===== src/rtl/ysyx_041514_bim_table_pkg.sv =====
// Shared constants and types for the bimodal branch-prediction table.
// Holds the counter init value, the update direction codes and the FSM state type.
package ysyx_041514_bim_table_pkg;

  localparam logic [1:0] BIM_INIT_VAL = 2'b01;
  localparam logic       BIM_INC      = 1'b1;
  localparam logic       BIM_DEC      = 1'b0;

  localparam logic [1:0] BIM_CNT_MAX  = 2'b11;
  localparam logic [1:0] BIM_CNT_MIN  = 2'b00;

  typedef enum logic {
    INIT = 1'b0,
    RUN  = 1'b1
  } bim_state_e;

  // Saturating step of a two-bit counter in the given direction.
  function automatic logic [1:0] bim_sat_step(input logic [1:0] cnt, input logic dir);
    logic [1:0] nxt;
    nxt = cnt;
    if (dir == BIM_INC) begin
      if (cnt != BIM_CNT_MAX) nxt = cnt + 2'd1;
    end else begin
      if (cnt != BIM_CNT_MIN) nxt = cnt - 2'd1;
    end
    return nxt;
  endfunction

endpackage


===== src/rtl/ysyx_041514_bim_table_update.sv =====
// Saturating counter unit used by the table's write stage.
// With no request the counter passes through unchanged.
module ysyx_041514_bim_update
  import ysyx_041514_bim_table_pkg::*;
(
  input  logic       req,
  input  logic       upd_type,
  input  logic [1:0] data_i,
  output logic [1:0] data_o
);

  always_comb begin
    data_o = data_i;
    if (req) begin
      data_o = bim_sat_step(data_i, upd_type);
    end
  end

endmodule


===== src/rtl/ysyx_041514_bim_table.sv =====
// Bimodal predictor: 2^IDX_W two-bit counters indexed by pc[IDX_W+1:2].
// One prediction read and one two-stage counter update per cycle, after an init sweep.
module ysyx_041514_bim_table
  import ysyx_041514_bim_table_pkg::*;
#(
  parameter int IDX_W = 7,
  parameter int PC_W  = 32
) (
  input  logic            clk,
  input  logic            rst,
  input  logic            bim_pred_valid_i,
  input  logic [PC_W-1:0] bim_pred_pc_i,
  output logic            bim_pred_ready_o,
  output logic            bim_pred_valid_o,
  output logic            bim_pred_taken_o,
  output logic [1:0]      bim_pred_cnt_o,
  input  logic            bim_upd_valid_i,
  input  logic [PC_W-1:0] bim_upd_pc_i,
  input  logic            bim_upd_taken_i,
  output logic            bim_upd_ready_o,
  output logic            bim_init_busy_o
);

  localparam int               DEPTH    = 1 << IDX_W;
  localparam logic [IDX_W-1:0] LAST_IDX = '1;
  localparam logic [IDX_W-1:0] IDX_ONE  = {{(IDX_W-1){1'b0}}, 1'b1};

  bim_state_e       state_q, state_d;
  logic [IDX_W-1:0] sweep_q, sweep_d;

  logic [1:0]       entries [0:DEPTH-1];

  logic             stg_valid_q;
  logic [IDX_W-1:0] stg_idx_q;
  logic             stg_taken_q;

  logic [IDX_W-1:0] pred_idx;
  logic [IDX_W-1:0] upd_idx;
  logic             pred_accept;
  logic             upd_accept;
  logic [1:0]       stg_rd_cnt;
  logic [1:0]       stg_new_cnt;
  logic             bypass_hit;
  logic [1:0]       pred_rd_cnt;

  logic             pred_valid_q;
  logic [1:0]       pred_cnt_q;

  // PC bits outside the index field are intentionally ignored (aliasing).
  logic             unused_pc_bits;
  assign unused_pc_bits = ^{bim_pred_pc_i[PC_W-1:IDX_W+2], bim_pred_pc_i[1:0],
                            bim_upd_pc_i[PC_W-1:IDX_W+2], bim_upd_pc_i[1:0]};

  assign pred_idx = bim_pred_pc_i[IDX_W+1:2];
  assign upd_idx  = bim_upd_pc_i[IDX_W+1:2];

  // Handshake: a request transfers on a rising edge where valid and ready are
  // both high; ready is low only during the init sweep, and requests offered
  // then are dropped. Prediction results have no backpressure.
  assign bim_init_busy_o  = (state_q == INIT);
  assign bim_pred_ready_o = !bim_init_busy_o;
  assign bim_upd_ready_o  = !bim_init_busy_o;

  assign pred_accept = bim_pred_valid_i && bim_pred_ready_o;
  assign upd_accept  = bim_upd_valid_i && bim_upd_ready_o;

  // Init sweep / run FSM.
  always_ff @(posedge clk or posedge rst) begin
    if (rst) begin
      state_q <= INIT;
      sweep_q <= '0;
    end else begin
      state_q <= state_d;
      sweep_q <= sweep_d;
    end
  end

  always_comb begin
    state_d = state_q;
    sweep_d = sweep_q;
    case (state_q)
      INIT: begin
        sweep_d = sweep_q + IDX_ONE;
        if (sweep_q == LAST_IDX) state_d = RUN;
      end
      RUN: begin
        state_d = RUN;
      end
      default: begin
        state_d = INIT;
        sweep_d = '0;
      end
    endcase
  end

  // Update capture stage; cleared by reset so an in-flight update never lands.
  always_ff @(posedge clk or posedge rst) begin
    if (rst) begin
      stg_valid_q <= 1'b0;
      stg_idx_q   <= '0;
      stg_taken_q <= 1'b0;
    end else begin
      stg_valid_q <= upd_accept;
      if (upd_accept) begin
        stg_idx_q   <= upd_idx;
        stg_taken_q <= bim_upd_taken_i;
      end
    end
  end

  assign stg_rd_cnt = entries[stg_idx_q];

  ysyx_041514_bim_update u_update (
    .req      (stg_valid_q),
    .upd_type (stg_taken_q),
    .data_i   (stg_rd_cnt),
    .data_o   (stg_new_cnt)
  );

  // Sweep and stage writes never coincide: the stage is only valid in RUN.
  always_ff @(posedge clk) begin
    if (state_q == INIT) begin
      entries[sweep_q] <= BIM_INIT_VAL;
    end else if (stg_valid_q) begin
      entries[stg_idx_q] <= stg_new_cnt;
    end
  end

  assign bypass_hit  = stg_valid_q && (stg_idx_q == pred_idx);
  assign pred_rd_cnt = bypass_hit ? stg_new_cnt : entries[pred_idx];

  always_ff @(posedge clk or posedge rst) begin
    if (rst) begin
      pred_valid_q <= 1'b0;
      pred_cnt_q   <= 2'b00;
    end else begin
      pred_valid_q <= pred_accept;
      if (pred_accept) pred_cnt_q <= pred_rd_cnt;
    end
  end

  assign bim_pred_valid_o = pred_valid_q;
  assign bim_pred_cnt_o   = pred_cnt_q;
  assign bim_pred_taken_o = pred_cnt_q[1];

endmodule


===== config.mk =====
export PLATFORM = sky130hd
export DESIGN_NAME = ysyx_041514_bim_table
export DESIGN_NICKNAME = d
export VERILOG_FILES = /design/src/rtl/ysyx_041514_bim_table_pkg.sv /design/src/rtl/ysyx_041514_bim_table_update.sv /design/src/rtl/ysyx_041514_bim_table.sv
export SDC_FILE = /design/constraint.sdc
export NUM_CORES = 1
export LEC_CHECK = 0
export ABC_AREA = 0
export CORE_UTILIZATION = 55
export DETAILED_ROUTE_END_ITERATION = 7
export PLACE_DENSITY_LB_ADDON = 0.15
export SLEW_MARGIN = 30
export SYNTH_ARGS = -nofsm -noshare
export SYNTH_HDL_FRONTEND = slang
export SYNTH_SLANG_ARGS = --single-unit

===== constraint.sdc =====
create_clock -name clk -period 5.39 [get_ports clk]
set_input_delay 1.078 -clock clk [delete_from_list [all_inputs] [get_ports clk]]
set_output_delay 1.078 -clock clk [all_outputs]
set_load 0.005 [all_outputs]

# After elaboration in Yosys (flattened, before gate mapping)

Memories as Yosys holds them, arrays and structs flattened. A register that Yosys moved wholly into a read port is not among the register bits.
Index checks and enable logic that the tools add are counted.

Word-level logic and storage cells: 30
Memories kept: 1
Input port bits: 69
Output and inout port bits: 7
Bits in registers: 18
RAM bits: 256

Multiplexer cells: 13
Reductions and logical operators: 4
Bitwise operators: 1
Equality and inequality tests: 2
$add $sub $neg: 3

Memory list:

| name    | words | bits a word | read ports | clocked after memory_dff | write ports | RTL line                    | text |
|---|---|---|---|---|---|---|---|
| entries | 128   | 2           | 2          | 1                        | 1           | ysyx_041514_bim_table.sv:31 | `logic [1:0] entries [0:DEPTH-1];` |

Operator list:

| cell                  | number |
|---|---|
| $mux W2               | 5 |
| $add A7 B1 Y7 const B | 1 |
| $eq A7 B7 Y1 const B  | 1 |
| $mux W7               | 1 |
| $mux W1               | 6 |
| $add A2 B1 Y2 const B | 1 |
| $logic_and A1 B1 Y1   | 2 |
| $ne A2 B2 Y1 const B  | 1 |
| $pmux W1 S2           | 1 |
| $reduce_bool A2 Y1    | 1 |
| $reduce_or A2 Y1      | 1 |
| $sub A2 B1 Y2 const B | 1 |
| $not A1 Y1            | 1 |

# Longest topological paths before layout

An unclocked memory read counts as a cell.

Depth in word-level cells: 6
Gate-level depth with buffers: 11

# By module

From an unflattened synthesis, not the netlist that was laid out.

Cell total of the unflattened synthesis: 881
Area total of the unflattened synthesis: 13819.5 sq um

By module, submodules not included:

| module                 | area an instance (sq um) | times used | seq. area each (sq um) | cells an instance |
|---|---|---|---|---|
| ysyx_041514_bim_table  | 13756.9                  | 1          | 8187.9                 | 872 |
| ysyx_041514_bim_update | 62.6                     | 1          | 0.0                    | 9 |

# Worst setup path after synthesis

Ideal clock, no wire load.

Path kind: reg-to-reg
Start point: reg stg_idx_q[0]
End point: mem entries[0][1] (data pin)
Path buffers: 2
Stages on the path, launching flop included: 10
Arrival time: 5.036 ns
Path slack: -0.442 ns
Period minus slack after synthesis: 5.832 ns
Setup time: 0.795 ns
Cell sequence: dfrtp_1 -> buf_6 -> buf_12 -> mux4_1 -> o22ai_1 -> or4_1 -> o21ai_1 -> nor2_1 -> maj3_2 -> nor2_1

Longest elaborated chain between the ends: 6
Elaborated cells between the ends (all ways): 10

RTL lines:

| what                                        | RTL line                                                         | text |
|---|---|---|
| start: declaration                          | ysyx_041514_bim_table.sv:34                                      | `logic [IDX_W-1:0] stg_idx_q;` |
| start signal: assignment                    | ysyx_041514_bim_table.sv:105                                     | `stg_idx_q <= upd_idx;` |
| $mem_v2 Z128 W2 *                           | -                                                                |  |
| $sub A2 B1 Y2, or another cell as far along | ysyx_041514_bim_table_pkg.sv:24                                  | `if (cnt != BIM_CNT_MIN) nxt = cnt - 2'd1;` |
| $mux W2, on equally long branches           | ysyx_041514_bim_table_pkg.sv:24, ysyx_041514_bim_table_pkg.sv:22 |  |
| $mux W2                                     | ysyx_041514_bim_table_pkg.sv:21                                  | `if (dir == BIM_INC) begin` |
| $mux W2 *                                   | ysyx_041514_bim_table_update.sv:14                               | `if (req) begin` |
| $mux W2 (no source line) *                  | -                                                                |  |
| end: declaration                            | ysyx_041514_bim_table.sv:31                                      |  |

Mark *: on every way between the ends. The rest lies on a longest branch, timed or not.

# Worst setup path after layout

Start point: reg stg_idx_q[0]
End point: mem entries[124][1] (data pin)

Same word-level chain as after synthesis.

==> run metrics <==
outcome finished, final reports clean; H-Tree Depth 1; Mapped Cells between 800 and 900; initial DRC count between 1000 and 1500; ant diodes 0; Worst EP arrival ~4.4 ns; Top FF cell, synth edfxtp_1; Hold Slack 0.578 ns; Post-Syn Area 13900 um^2; worst-path cell chain buf_4 > mux4_1 > o22ai_1 > or4_1 > o21ai_1 > nor2_1 > maj3_2 > nor2_4 > buf_12; Layout Nets 973; CTS Hold Buffers Added 0; f_max roughly 0.24 GHz; Remaining Overflow, GRT 0; Critical Path Sink Type flop; asr flop ratio synth under 10%; Slew @ Worst Pin around 1.1 ns; TritonRoute pass-1 iters 5; Core Region 24500 um^2; number of cell rows 57; # IOs between 70 and 80; Slew HR 29.4%; Synth Register Bits about 280; Setup Buffers After CTS 0; sequential share of the synthesized area between 50% and 60%; first-pass GRT wire length between 50 and 60 mm; VDD IR max 0.000205 V; post-route cell area ~15000 um^2; Final Cycle Share 76.0%; syn nets 967; CTS Buf Count 31; post-DP HPWL between 20 and 25 mm; I/O Buffers 25; Die Area between 20000 and 30000 um^2; minimum clock period slightly above 4 ns; Post-synth EDFFs between 200 and 300; worst setup path class reg -> reg; area grow syn2layout 11.5%; Slew Limit Fails 0; unrepaired setup endpoints after global routing false; die height around 160 um; Leakage around 0.0044 uW; DRC viols 0; clock sink count ~280; Hold WC Path Type reg -> reg; total number of vias approximately 8700; cell at the slowest stage of the critical path dfrtp_4; Routed WL per cell slightly below 30 um; CP Data Required Time 5.67 ns; count of cell types in the netlist between 60 and 70; final setup violating endpoints 0; post-CTS resize count 0; clock transition at the registers of the reported paths around 0.06 ns; Placer Congestion between 0.9 and 1; Crit path largest cell delay just over 0.7 ns; worst-skew pair later-pin latency roughly 0.55 ns; synthesized area per cell between 15 and 20 um^2; final WL approximately 36 mm; Die X 161 um; Fill cells 1728; initial antenna violation count 0; Max-Cap Viols 0; Yosys warning total 0; Setup crit start kind flop; hold violation count in the final report 0; DP Area approximately 14000 um^2; Setup TNS 0 ns; Antenna Nets Post-Route 0; Initial Utilization 56.6%; vias in the first global route between 8000 and 9000; Util after Layout between 60% and 70%; CTS Root Cell clkbuf_16; CP max FO ~100; largest net degree at the start of global routing about 110; drt via density 6.96; Max Buffers Root-to-Sink 3; layout cells sized above 1 24.2%; CTS tree done; Power Total between 4000 and 5000 uW; Pwr Density around 300 nW/um^2; Max Clock Skew 0.0126 ns; total track usage between 20% and 30%
[kinds of logic after synthesis]
kind of cell,count (synthesis),synth area share (%)
DFF,276,59.0
and+or+nand+nor,270,8.87
muxes,162,23.6
AOI/OAI and AO/OA,99,4.83
buffers and inverters,77,2.90
xor gates and xnor gates,11,0.694
adders and majority gates,2,0.171
[registers in the layout, summed over array words and instances, names as in the netlist]
| register | flops |
|---|---|
| bim_pred_cnt_o | 2 |
| bim_pred_ready_o | 1 |
| bim_pred_valid_o | 1 |
| entries | 256 |
| stg_idx_q | 7 |
| stg_taken_q | 1 |
| stg_valid_q | 1 |
| sweep_q | 7 |
[cells in the mapped netlist, types with 8 or more instances]
cell	count	area, um^2
edfxtp_1	256	7690
nor2_1	139	522
mux4_2	113	2540
nand2_1	55	206
clkbuf_1	31	116
mux2_2	25	282
o22ai_1	21	131
dfrtp_1	20	500
buf_2	17	85.1
a22oi_1	15	113
o21ai_0	15	75.1
nand3_1	14	70.1
buf_4	12	90.1
mux4_1	12	315
nor2b_1	12	75.1
mux2i_1	11	110
inv_1	10	37.5
a21oi_1	9	45.0
nor4_1	9	56.3
nand2b_1	8	50.1
nand3b_1	8	60.1
[worst max-delay path, delay by kind of cell (launching register included)]
| kind | cells | cell delay (ns) |
|---|---|---|
| multiplexers | 1 | 0.34 |
| adder cells (fa/ha/maj) | 1 | 0.35 |
| buffers and inverters | 2 | 0.85 |
| AO/OA/AOI/OAI | 2 | 0.32 |
| AND/OR/NAND/NOR | 3 | 1.12 |
| flip-flops | 1 | 0.72 |
[where the power goes]
group / total, uW / leakage, uW / switching, uW / internal, uW
Combinational: 107 / 0.00151 / 61.5 / 45.4
Clock: 2220 / 0.000525 / 835 / 1380
Sequential: 2310 / 0.00235 / 0 / 2310
Total: 4630 / 0.00438 / 896 / 3730
[metrics by stage]
stage / instances / setup WS (ns)
floorplan: 897 / 0.00155
global placement: 1193 / 1.21
detailed placement: 1193 / 1.18
CTS: 1250 / 1.33
global route: 1251 / 1.10
finish: 1251 / 1.29
[cells in the final DEF (no fill, tap or decap), drive strengths merged, types with 7 or more instances in the layout]
| cell | n |
|---|---|
| a21oi | 9 |
| a22oi | 15 |
| a31oi | 7 |
| buf | 17 |
| bufinv | 7 |
| clkbuf | 33 |
| clkdlybuf4s50 | 23 |
| clkinv | 14 |
| dfrtp | 20 |
| edfxtp | 256 |
| inv | 10 |
| mux2 | 25 |
| mux2i | 12 |
| mux4 | 125 |
| nand2 | 55 |
| nand2b | 8 |
| nand3 | 14 |
| nand3b | 8 |
| nor2 | 140 |
| nor2b | 12 |
| nor4 | 10 |
| o21ai | 17 |
| o22ai | 21 |
| xnor2 | 7 |
[final timing paths]
| check | slack (ns) | cells past startpoint | startpoint | to |
|---|---|---|---|---|
| worst max-delay path | 1.29 | 9 | stg_idx_q[0]$_DFFE_PP0P_ | entries[124][1]$_DFFE_PP_ |
| worst min register to register | 0.58 | 2 | bim_pred_cnt_o[0]$_DFFE_PP0P_ | bim_pred_cnt_o[0]$_DFFE_PP0P_ |
| worst min-delay path | 0.58 | 2 | bim_pred_cnt_o[0]$_DFFE_PP0P_ | bim_pred_cnt_o[0]$_DFFE_PP0P_ |
| min in group asynchronous | 0.96 | 2 | rst | stg_idx_q[0]$_DFFE_PP0P_ |
| worst max register to register | 1.29 | 9 | stg_idx_q[0]$_DFFE_PP0P_ | entries[124][1]$_DFFE_PP_ |
| max in group asynchronous | 3.90 | 2 | rst | stg_idx_q[1]$_DFFE_PP0P_ |
[per-layer routing]
layer  vias up  track usage (%)  wire length, um
met2       540             46.2            17400
met5         -                0                0
li1       3615                -                -
met4         0             8.58             1160
met3        82             5.71             4030
met1      4469             41.5            13900
[final cells by class]
type                       count  area (um^2)  share of cell area [%]
clock buffer                  33          783                    5.06
timing repair buffer          40          420                    2.71
sequential                   276         8200                    52.9
multi-input combinational    544         5350                    34.5
inverter                      10         37.5                   0.242
tap                          324          405                    2.62
clock inverter                24          303                    1.95
No activity file was read; power rests on OpenSTA's default activity.
